--- config.mk ---
export PLATFORM = sky130hd
export DESIGN_NAME = if_fetch_buffer
export DESIGN_NICKNAME = d
export VERILOG_FILES = /design/src/rtl/if_fetch_buffer.sv
export SDC_FILE = /design/constraint.sdc
export NUM_CORES = 1
export LEC_CHECK = 0
export CORE_ASPECT_RATIO = 0.75
export CORE_UTILIZATION = 50
export DETAILED_ROUTE_END_ITERATION = 6
export DONT_BUFFER_PORTS = 1
export GPL_TIMING_DRIVEN = 0
export HOLD_SLACK_MARGIN = 0.03
export PLACE_DENSITY_LB_ADDON = 0.3
export SETUP_SLACK_MARGIN = 0.4
export SYNTH_ARGS = -nofsm -noshare
export SYNTH_HDL_FRONTEND = slang
export SYNTH_SLANG_ARGS = --single-unit
--- constraint.sdc ---
create_clock -name clk_i -period 11.07 [get_ports clk_i]
set_clock_uncertainty 0.15 [all_clocks]
set_input_delay 2.7675 -clock clk_i [delete_from_list [all_inputs] [get_ports clk_i]]
set_output_delay 2.7675 -clock clk_i [all_outputs]
set_load 0.01 [all_outputs]
--- src/rtl/if_fetch_buffer.sv ---
// Instruction-fetch stage: owns the fetch PC, issues word requests over a
// req/gnt + rvalid memory interface, pairs each response with its PC and
// buffers {instruction, PC} in an in-order FIFO presented to decode.
// Redirects flush the FIFO and mark in-flight responses as stale so they are
// discarded on arrival.
// Optional build macro: FETCH_PERF_CNT_EN adds perf_stall_o / perf_flush_o.
module if_fetch_buffer #(
  parameter logic [31:0] RESET_PC = 32'h0000_0000,
  parameter int          DEPTH    = 2
) (
  input  logic        clk_i,
  input  logic        rst_i,
  output logic        imem_req_o,
  output logic [31:0] imem_addr_o,
  input  logic        imem_gnt_i,
  input  logic        imem_rvalid_i,
  input  logic [31:0] imem_rdata_i,
  input  logic        redirect_i,
  input  logic [31:0] redirect_pc_i,
  output logic        inst_valid_o,
  output logic [31:0] inst_o,
  output logic [31:0] inst_pc_o,
  input  logic        inst_ready_i
`ifdef FETCH_PERF_CNT_EN
  ,
  output logic [31:0] perf_stall_o,
  output logic [31:0] perf_flush_o
`endif
);

  localparam int PTR_W = $clog2(DEPTH);
  localparam int CNT_W = PTR_W + 1;
  localparam logic [CNT_W:0] DEPTH_W = (CNT_W+1)'(DEPTH);

  typedef logic [CNT_W-1:0] cnt_t;
  typedef logic [PTR_W-1:0] ptr_t;

  // Control state
  logic [31:0] fetch_pc;
  cnt_t        live_cnt;
  cnt_t        stale_cnt;
  cnt_t        occ;
  ptr_t        pcq_wr, pcq_rd;
  ptr_t        fifo_wr, fifo_rd;

  // Data storage (not reset; qualified by the control counters)
  logic [31:0] pcq_mem  [DEPTH];
  logic [31:0] inst_mem [DEPTH];
  logic [31:0] ipc_mem  [DEPTH];

  logic           pop;
  logic [CNT_W:0] fill_sum;
  logic [CNT_W:0] outstanding_sum;
  logic           rsp_any;
  logic           rsp_drop;
  logic           rsp_keep;
  logic           fire;

  // Pop-aware fill check keeps one instruction per cycle flowing with DEPTH=2:
  // a slot freed by decode this cycle may already be claimed by a new request.
  assign pop             = (occ != '0) && inst_ready_i;
  assign fill_sum        = {1'b0, occ} + {1'b0, live_cnt} - (CNT_W+1)'(pop);
  assign outstanding_sum = {1'b0, live_cnt} + {1'b0, stale_cnt};

  // A response with nothing outstanding is a protocol error and is ignored.
  assign rsp_any  = imem_rvalid_i && ((live_cnt != '0) || (stale_cnt != '0));
  assign rsp_drop = rsp_any && ((stale_cnt != '0) || redirect_i);
  assign rsp_keep = rsp_any && !rsp_drop;

  assign imem_req_o  = !rst_i && !redirect_i &&
                       (fill_sum < DEPTH_W) && (outstanding_sum < DEPTH_W);
  assign imem_addr_o = fetch_pc;
  assign fire        = imem_req_o && imem_gnt_i;

  // Outputs are gated by valid so an empty or freshly reset FIFO shows zeros.
  assign inst_valid_o = (occ != '0);
  assign inst_o       = inst_valid_o ? inst_mem[fifo_rd] : 32'h0;
  assign inst_pc_o    = inst_valid_o ? ipc_mem[fifo_rd]  : 32'h0;

  // PC, outstanding-request counters and FIFO/PC-queue pointers
  always_ff @(posedge clk_i or posedge rst_i) begin
    if (rst_i) begin
      fetch_pc  <= RESET_PC;
      live_cnt  <= '0;
      stale_cnt <= '0;
      occ       <= '0;
      pcq_wr    <= '0;
      pcq_rd    <= '0;
      fifo_wr   <= '0;
      fifo_rd   <= '0;
    end else if (redirect_i) begin
      // Everything in flight becomes stale; a response arriving now is the
      // oldest outstanding one and is dropped immediately.
      fetch_pc  <= redirect_pc_i & 32'hFFFF_FFFC;
      stale_cnt <= stale_cnt + live_cnt - cnt_t'(rsp_any);
      live_cnt  <= '0;
      occ       <= '0;
      pcq_wr    <= '0;
      pcq_rd    <= '0;
      fifo_wr   <= '0;
      fifo_rd   <= '0;
    end else begin
      if (fire) fetch_pc <= fetch_pc + 32'd4;
      stale_cnt <= stale_cnt - cnt_t'(rsp_drop);
      live_cnt  <= live_cnt + cnt_t'(fire) - cnt_t'(rsp_keep);
      occ       <= occ + cnt_t'(rsp_keep) - cnt_t'(pop);
      pcq_wr    <= pcq_wr + ptr_t'(fire);
      pcq_rd    <= pcq_rd + ptr_t'(rsp_keep);
      fifo_wr   <= fifo_wr + ptr_t'(rsp_keep);
      fifo_rd   <= fifo_rd + ptr_t'(pop);
    end
  end

  // Record the PC of each granted request; pair live responses with it
  always_ff @(posedge clk_i) begin
    if (fire) pcq_mem[pcq_wr] <= fetch_pc;
    if (rsp_keep) begin
      inst_mem[fifo_wr] <= imem_rdata_i;
      ipc_mem[fifo_wr]  <= pcq_mem[pcq_rd];
    end
  end

`ifdef FETCH_PERF_CNT_EN
  // Decode-stall cycles and instructions discarded by redirects
  always_ff @(posedge clk_i or posedge rst_i) begin
    if (rst_i) begin
      perf_stall_o <= 32'h0;
      perf_flush_o <= 32'h0;
    end else begin
      if (inst_valid_o && !inst_ready_i) perf_stall_o <= perf_stall_o + 32'd1;
      if (redirect_i)
        perf_flush_o <= perf_flush_o + 32'(occ) - 32'(pop) + 32'(rsp_any);
      else
        perf_flush_o <= perf_flush_o + 32'(rsp_drop);
    end
  end
`endif

endmodule

# ---- Word level (Yosys, flattened, before mapping)
# Memory sizes are Yosys's and may differ from the RTL's.
# Cells that the tools add are included.
dict set report op_classes {
  addsub 15
  n_lt_le_gt_ge 2
  bitwise_logic 0
  eq_ne 0
  n_mux 15
  div_mod_pow 0
  reduce_logical 17
  n_mul 0
  shift 0
}
# cell count
set ops {}
lappend ops {{$mux W32} 4}
lappend ops {{$add A32 B3 Y32 const B} 1}
lappend ops {{$logic_and A1 B1 Y1} 8}
lappend ops {{$mux W1} 8}
lappend ops {{$reduce_bool A2 Y1} 4}
lappend ops {{$sub A2 B1 Y2} 4}
lappend ops {{$add A2 B2 Y3} 2}
lappend ops {{$lt A3 B2 Y1 const B} 2}
lappend ops {{$mux W2} 3}
lappend ops {{$add A1 B1 Y1} 4}
lappend ops {{$add A2 B1 Y2} 2}
lappend ops {{$logic_not A1 Y1} 3}
lappend ops {{$sub A3 B1 Y3} 1}
lappend ops {{$add A2 B2 Y2} 1}
lappend ops {{$logic_or A1 B1 Y1} 2}
dict set report totals {
  ram_bits 192
  elab_cells 60
  output_inout_bits 98
  mem_bits_ro 0
  input_bits 70
  latch_bits 0
  n_memories 3
  reg_bits 42
}
# memory depth width read_ports rd_ports_with_merged_regs write_ports line
set memory_table {}
lappend memory_table {inst_mem 2 32 1 0 1 48} ;# logic [31:0] inst_mem [DEPTH];
lappend memory_table {ipc_mem 2 32 1 0 1 49} ;# logic [31:0] ipc_mem [DEPTH];
lappend memory_table {pcq_mem 2 32 1 0 1 47} ;# logic [31:0] pcq_mem [DEPTH];

# ---- Longest topological paths before layout
# Gate-level depths: netlist (run 1).
dict set report depth {
  depth_word 10
  depth_mapped 14
  ltp_nobuf 12
}

# ---- Worst setup path before layout (run 1)
# OpenSTA, ideal clock, no wires.
dict set report synth_timing {
  kind {input to output}
  from {input inst_ready_i}
  to {output imem_req_o}
  setup_slack_ns 3.843
  stages 6
  n_path_buf 0
  arrival_time_ns 4.310
  cell_sequence {nor2b_1 > ha_1 > nand2b_1 > fa_1 > xnor2_1 > nor4_1}
}
dict set report synth_between {
  elab_chain_cells 5
}
# item line
set synth_rtl {}
lappend synth_rtl {{from (decl)} 23} ;# input logic inst_ready_i
lappend synth_rtl {{$logic_and A1 B1 Y1} 61} ;# assign pop = (occ != '0) && inst_ready_i;
lappend synth_rtl {{$sub A3 B1 Y3} 62} ;# assign fill_sum = {1'b0, occ} + {1'b0, live_cnt} - (CNT_W+1)'(pop);
lappend synth_rtl {{$lt A3 B2 Y1} 71} ;# (fill_sum < DEPTH_W) && (outstanding_sum < DEPTH_W);
lappend synth_rtl {{$logic_and A1 B1 Y1} 70} ;# assign imem_req_o = !rst_i && !redirect_i &&
lappend synth_rtl {{$logic_and A1 B1 Y1} 71}
lappend synth_rtl {{to (decl)} 13} ;# output logic imem_req_o,
# Every way passes these cells.

# ---- Final worst setup path (run 1)
# Same ends and word-level chain as after synthesis.

==> flow_metrics.py, run 1 <==
metrics = {
    "timing": {
        "setup_violations": 0,
        "fin_crit_sh_pct": 67.2,
        "timing.final.ws_setup_ns": 3.63,
        "tightest_slew_ns": 1.30,
        "fmax_mhz": 134,
        "finalHoldViolCount": 0,
        "drv_slew": 0,
        "min_period_ns": 7.44,
        "rsz0062_at_grt": "no",
        "slew_headroom_pct": 13.0,
        "finalSetupTns_ns": 0,
    },
    "drt": {
        "viasPerCell": 5.71,
        "routed_wl_um": 19800,
        "ant_nets": 0,
        "vias": 5428,
        "drt_first_pass_iters": 5,
        "drc": 0,
        "avgRoutedWirePerCell_um": 20.9,
        "drt_iter0_markers": 350,
    },
    "floorplanning": {
        "start_util_pct": 51.3,
        "core_mm2": 0.0185,
        "io_pins": 168,
        "die_area_mm2": 0.0195,
        "num_rows": 43,
        "die_x_um": 161,
        "die_h_um": 121,
    },
    "critical_path": {
        "crit_type": "in2out",
        "cpPeakStageDelay_ns": 0.47,
        "cp_num_buf_inv": 0,
        "critPathTopFamily": "simple AND/OR/NAND/NOR gates",
        "endpoint_kind": "output port",
        "slowest_stage": "nor4_1",
        "reg2reg_from": "occ[1]",
        "rr_worst_depth": 13,
        "cp.arrival_ns": 4.52,
        "required_ns": 8.15,
        "crit_chain": "nor2b_1 > ha_1 > nand2b_1 > fa_1 > xnor2_1 > nor4_1",
        "cp_max_fo": 3,
        "r2r_end": "pcq_mem[1][18]",
        "reg2reg_slack_ns": 5.90,
        "critPathLaunchType": "input pin",
    },
    "clock_tree": {
        "post-cts-setup-buffers": 0,
        "cts_hold_buf": 0,
        "path_clk_slew_ns": 0.06,
        "h-tree-depth": 1,
        "numClockSinks": 224,
        "cts_made_buffers": 22,
        "clockBufferDepth": 3,
        "clk_root_buffer_cell": "clkbuf_16",
        "worstSkewPairLatency_ns": 0.51,
        "ctsResizeCount": 0,
        "cts_tree": "built",
    },
    "grt": {
        "grt_busiest_layer": "met2",
        "grt_util_met3_pct": 5.95,
        "grt_use_total_pct": 20.2,
        "grt_use_met2_pct": 31.9,
        "globalRouteOverflowTotal": 0,
        "grt_max_degree": 63,
        "grt_pass1_vias": 5157,
        "antenna_found_initial": 0,
        "grt_pass1_wl_um": 29800,
        "grt_use_met1_pct": 27.4,
    },
    "cells_and_area": {
        "instances_no_fill": 950,
        "areaGrowthSynthToFinish_pct": 11.3,
        "layout_common_cells": "edfxtp_1, nor2_1, mux2i_1",
        "num_antenna_cells": 0,
        "final_common_cell": "edfxtp_1",
        "final_nets": 774,
        "drive_gt1_share_pct": 12.4,
        "n_fill_cell": 1456,
    },
    "worst_hold_path": {
        "hold_start": "pcq_mem[1][29]",
        "hp-class": "reg2reg",
        "min_path_cells": 1,
        "holdPathEnd": "ipc_mem[0][29]",
    },
    "power": {
        "ir_worst_vdd_mv": 0.139,
        "power_mw": 2.34,
        "power-per-cell-area_mw_per_mm2": 222,
        "leakage_nw": 3.62,
    },
    "yosys": {
        "async_flop_share_pct": 17.9,
        "synth_seq_cells": 224,
        "yosysWarnings": 0,
        "syn-cell-area_mm2": 0.00949,
        "avgSynthCellArea_um2": 14.4,
        "ys_seq_area_share_pct": 68.8,
        "ys.flop_type": "edfxtp_1",
        "syn-instance-count": 659,
        "ys_types": 53,
        "synth_edf_count": 184,
    },
    "job": {
        "maxCapViolCount": 0,
    },
    "status": {
        "outcome": "completed",
    },
    "placed_design": {
        "port_buffers": 0,
        "place_ws_ns": 3.61,
        "place_inst": 910,
        "gp_congestion": 0.855,
        "hpwl_um": 13400,
    },
}
==> power breakdown <==
group | total, mW | switching (mW) | leakage [nW] | internal [mW]
logic | 0.549 | 0.361 | 1.12 | 0.189
registers | 1.08 | 0.0780 | 2.16 | 1.01
clock network | 0.710 | 0.297 | 0.339 | 0.413
total | 2.34 | 0.736 | 3.62 | 1.61
==> worst register-to-register path, delay by kind of cell (launching register included) <==
kind,cells,cell delay [ns]
AND/OR/NAND/NOR,5,1.89
buffers and inverters,5,0.92
adder cells (fa/ha/maj),3,1.49
flip-flops,1,0.41
==> stage by stage <==
step	utilization [%]	instance area, um2	hold WS [ns]
after floorplan	-	9500	0.373
after global placement	53.0	9810	0.396
after detailed placement	53.3	9860	0.398
after CTS	57.0	10600	0.403
after global routing	57.0	10600	0.429
final	57.0	10600	0.404
==> cells in the mapped netlist (all sizes together) (2+ instances only) <==
| cell type | instances | area, um2 |
|---|---|---|
| and4 | 2 | 17.5 |
| a221o | 5 | 50.1 |
| inv | 15 | 56.3 |
| edfxtp | 184 | 5530 |
| and2 | 3 | 18.8 |
| nand2 | 33 | 124 |
| xnor2 | 6 | 52.6 |
| a22o | 2 | 17.5 |
| a22oi | 4 | 30.0 |
| buf | 16 | 110 |
| nand3 | 19 | 95.1 |
| nor2b | 4 | 25.0 |
| or4 | 2 | 18.8 |
| nor2 | 90 | 340 |
| nand3b | 4 | 30.0 |
| a31oi | 4 | 25.0 |
| clkbuf | 21 | 78.8 |
| o211ai | 8 | 60.1 |
| a32oi | 2 | 17.5 |
| and3 | 3 | 18.8 |
| fa | 2 | 40.0 |
| nand4 | 16 | 121 |
| o311ai | 4 | 35.0 |
| mux2 | 30 | 338 |
| ha | 15 | 188 |
| a21oi | 5 | 25.0 |
| xor2 | 4 | 35.0 |
| dfrtp | 40 | 1000 |
| nor3 | 6 | 30.0 |
| mux2i | 65 | 651 |
| o21ai | 18 | 90.1 |
| nand2b | 5 | 31.3 |
| nor4 | 7 | 80.1 |
| or3 | 6 | 37.5 |
==> registers in the layout (all words and copies together), names as in the netlist <==
register	flops
inst_mem	64
pcq_mem	60
fifo_rd	1
imem_addr_o	30
fifo_wr	1
occ	2
ipc_mem	60
pcq_rd	1
pcq_wr	1
stale_cnt	2
live_cnt	2
==> worst max path at each step <==
stage,startpoint,endpoint,depth (start not counted)
2_1_floorplan,inst_ready_i,imem_req_o,6
3_3_place_gp,inst_ready_i,imem_req_o,6
3_5_place_dp,inst_ready_i,imem_req_o,6
4_1_cts,inst_ready_i,imem_req_o,6
5_1_grt,inst_ready_i,imem_req_o,6
6_report,inst_ready_i,imem_req_o,6
==> layout make-up <==
cell class,instances,area [um2],area share (%)
multi-input combinational,385,2740,26.0
tap,247,309,2.93
clock inverter,14,128,1.21
buffer,37,189,1.79
timing repair buffer,1,27.5,0.261
inverter,16,65.1,0.616
sequential,224,6530,61.8
clock buffer,26,566,5.36
==> per-layer routing <==
| layer | vias up | routed length [um] |
|---|---|---|
| met5 | - | 0 |
| met4 | 0 | 401 |
| met3 | 29 | 1800 |
| met2 | 204 | 9270 |
| met1 | 2691 | 8360 |
| li1 | 2504 | - |
==> cell families after synthesis <==
group	after synthesis	share of synthesized area, %
buffers and inverters	53	2.68
adders and majority gates	17	2.40
other	1	0.0395
DFF	224	68.8
muxes	95	10.4
AOI/OAI and AO/OA	55	3.96
and+or+nand+nor	204	10.8
xor gates and xnor gates	10	0.923
No activity file was read; power rests on OpenSTA's default activity.
==> run 2: changes to the inputs <==
- clock period: 11.07 -> 7.1 ns (I/O delays scaled with it)
==> results of run 2 <==
Same layout as run 1 (identical final DEF). Status: completed.
Main changes from that run: setup slack after placement 3.61 ns -> 1.10 ns; clock-pin slew on the worst setup and hold paths 0.06 ns -> 0.07 ns; setup slack after layout 3.63 ns -> 1.48 ns; start point of the critical path inst_ready_i -> occ[1]; register-to-register setup slack 5.90 ns -> 1.93 ns; total power 2.34 mW -> 3.65 mW; worst IR drop on VDD 0.139 mV -> 0.217 mV
==> run 3: changes to the inputs <==
- clock period: 7.1 -> 5.8 ns (I/O delays scaled with it)
==> flow_metrics.py, run 3 (same netlist as run 1, synthesis figures left out) <==
metrics = {
    "status": {
        "outcome": "completed",
    },
    "drt": {
        "viasPerCell": 5.74,
        "routed_wl_um": 19800,
        "drc": 0,
        "drt_first_pass_iters": 5,
        "drt_iter0_markers": 356,
        "avgRoutedWirePerCell_um": 20.9,
        "ant_nets": 0,
        "vias": 5452,
    },
    "cells_and_area": {
        "drive_gt1_share_pct": 12.5,
        "final_common_cell": "edfxtp_1",
        "regMostFlops": "inst_mem",
        "largest_register_ffs": 64,
        "final_nets": 774,
        "top_regs": "inst_mem: 64 flops, ipc_mem: 60 flops, pcq_mem: 60 flops",
        "areaGrowthSynthToFinish_pct": 11.3,
        "final_util_pct": 57.0,
        "layout_common_cells": "edfxtp_1, nor2_1, mux2i_1",
        "num_antenna_cells": 0,
    },
    "timing": {
        "fin_crit_sh_pct": 84.3,
        "finalSetupTns_ns": 0,
        "setup_violations": 0,
        "timing.hold.ws_ns": 0.405,
        "timing.final.ws_setup_ns": 0.913,
        "min_period_ns": 4.89,
        "slew_headroom_pct": 38.1,
        "fmax_mhz": 205,
        "finalHoldViolCount": 0,
        "drv_slew": 0,
        "tightest_slew_ns": 0.929,
        "rsz0062_at_grt": "no",
    },
    "floorplanning": {
        "num_rows": 43,
        "die_h_um": 121,
        "start_util_pct": 51.3,
        "core_mm2": 0.0185,
        "die_x_um": 161,
        "io_pins": 168,
        "die_area_mm2": 0.0195,
    },
    "grt": {
        "globalRouteOverflowTotal": 0,
        "grt_pass1_wl_um": 29800,
        "grt_pass1_vias": 5156,
        "grt_max_degree": 63,
        "antenna_found_initial": 0,
        "grt_use_total_pct": 20.1,
    },
    "clock_tree": {
        "cts_made_buffers": 22,
        "cts_tree": "built",
        "clockBufferDepth": 3,
        "worstSkewPairLatency_ns": 0.51,
        "cts_hold_buf": 0,
        "clk_root_buffer_cell": "clkbuf_16",
        "numClockSinks": 224,
        "h-tree-depth": 1,
        "path_clk_slew_ns": 0.06,
        "ctsResizeCount": 2,
        "post-cts-setup-buffers": 0,
    },
    "worst_hold_path": {
        "hp-class": "reg2reg",
        "holdPathEnd": "ipc_mem[0][29]",
        "hold_start": "pcq_mem[1][29]",
        "min_path_cells": 1,
    },
    "placed_design": {
        "port_buffers": 0,
        "gp_congestion": 0.855,
        "hpwl_um": 13400,
        "place_ws_ns": 0.0932,
    },
    "critical_path": {
        "endpoint_kind": "output port",
        "r2r_end": "pcq_mem[1][19]",
        "rr_worst_depth": 13,
        "cp.arrival_ns": 3.29,
        "reg2reg_from": "occ[1]",
        "cpPeakStageDelay_ns": 0.64,
        "reg2reg_slack_ns": 1.05,
        "crit_type": "reg2out",
        "required_ns": 4.20,
        "crit_chain": "nor2_2 > nor2b_1 > ha_1 > nand2b_1 > fa_1 > xnor2_1 > nor4_1",
        "critPathLaunchType": "flip-flop",
        "cp_max_fo": 10,
        "slowest_stage": "nor2_2",
    },
    "job": {
        "maxCapViolCount": 0,
    },
    "power": {
        "power-per-cell-area_mw_per_mm2": 424,
        "ir_worst_vdd_mv": 0.180,
        "leakage_nw": 3.62,
    },
}
[run 3: layout make-up]
cell class                      count  area [um2]
Clock inverter                     14         128
Buffer                             37         189
Tap cell                          247         309
Clock buffer                       26         566
Inverter                           16        65.1
Timing Repair Buffer                1        27.5
Multi-Input combinational cell    385        2750
Fill cell                        1459        7950
Sequential cell                   224        6530
[run 3: report_power, final]
part / total [mW] / internal (mW) / switching, mW / leakage [nW]
sequential: 2.07 / 1.92 / 0.151 / 2.16
combinational: 1.05 / 0.360 / 0.688 / 1.12
clock: 1.36 / 0.788 / 0.568 / 0.339
total: 4.47 / 3.07 / 1.41 / 3.62
[run 3: through the flow]
| stage | instances | power (mW) | area, um2 |
|---|---|---|---|
| after floorplan | 662 | 2.88 | 9500 |
| after global placement | 909 | 3.11 | 9810 |
| after detailed placement | 910 | 3.16 | 9860 |
| after CTS | 950 | 4.52 | 10600 |
| after global routing | 950 | 4.69 | 10600 |
| final | 950 | 4.47 | 10600 |
[run 3: worst max path at each step]
stage	startpoint	to	slack [ns]	cells past startpoint
2_1_floorplan	inst_ready_i	pcq_mem[1][10]	1.0	11
5_1_grt	occ[1]	imem_req_o	0.70	7
4_1_cts	occ[1]	imem_req_o	0.82	7
3_3_place_gp	occ[1]	pcq_mem[1][19]	0.15	12
6_report	occ[1]	imem_req_o	0.91	7
3_5_place_dp	occ[1]	pcq_mem[0][19]	0.09	12
[run 3: worst max-delay path: cells and delay by family (launching register included)]
family                   cells  cell delay [ns]
AND/OR/NAND/NOR              4             1.51
flip-flops                   1             0.42
adder cells (fa/ha/maj)      2             0.71
XOR/XNOR                     1             0.15
[run 3: per-layer routing]
layer	routed length (um)	global-route usage (%)	part of all wire, %
met5	0	0	0
met4	366	5.01	1.8
met3	1740	5.95	8.8
met2	9330	31.9	47
met1	8400	27.3	42
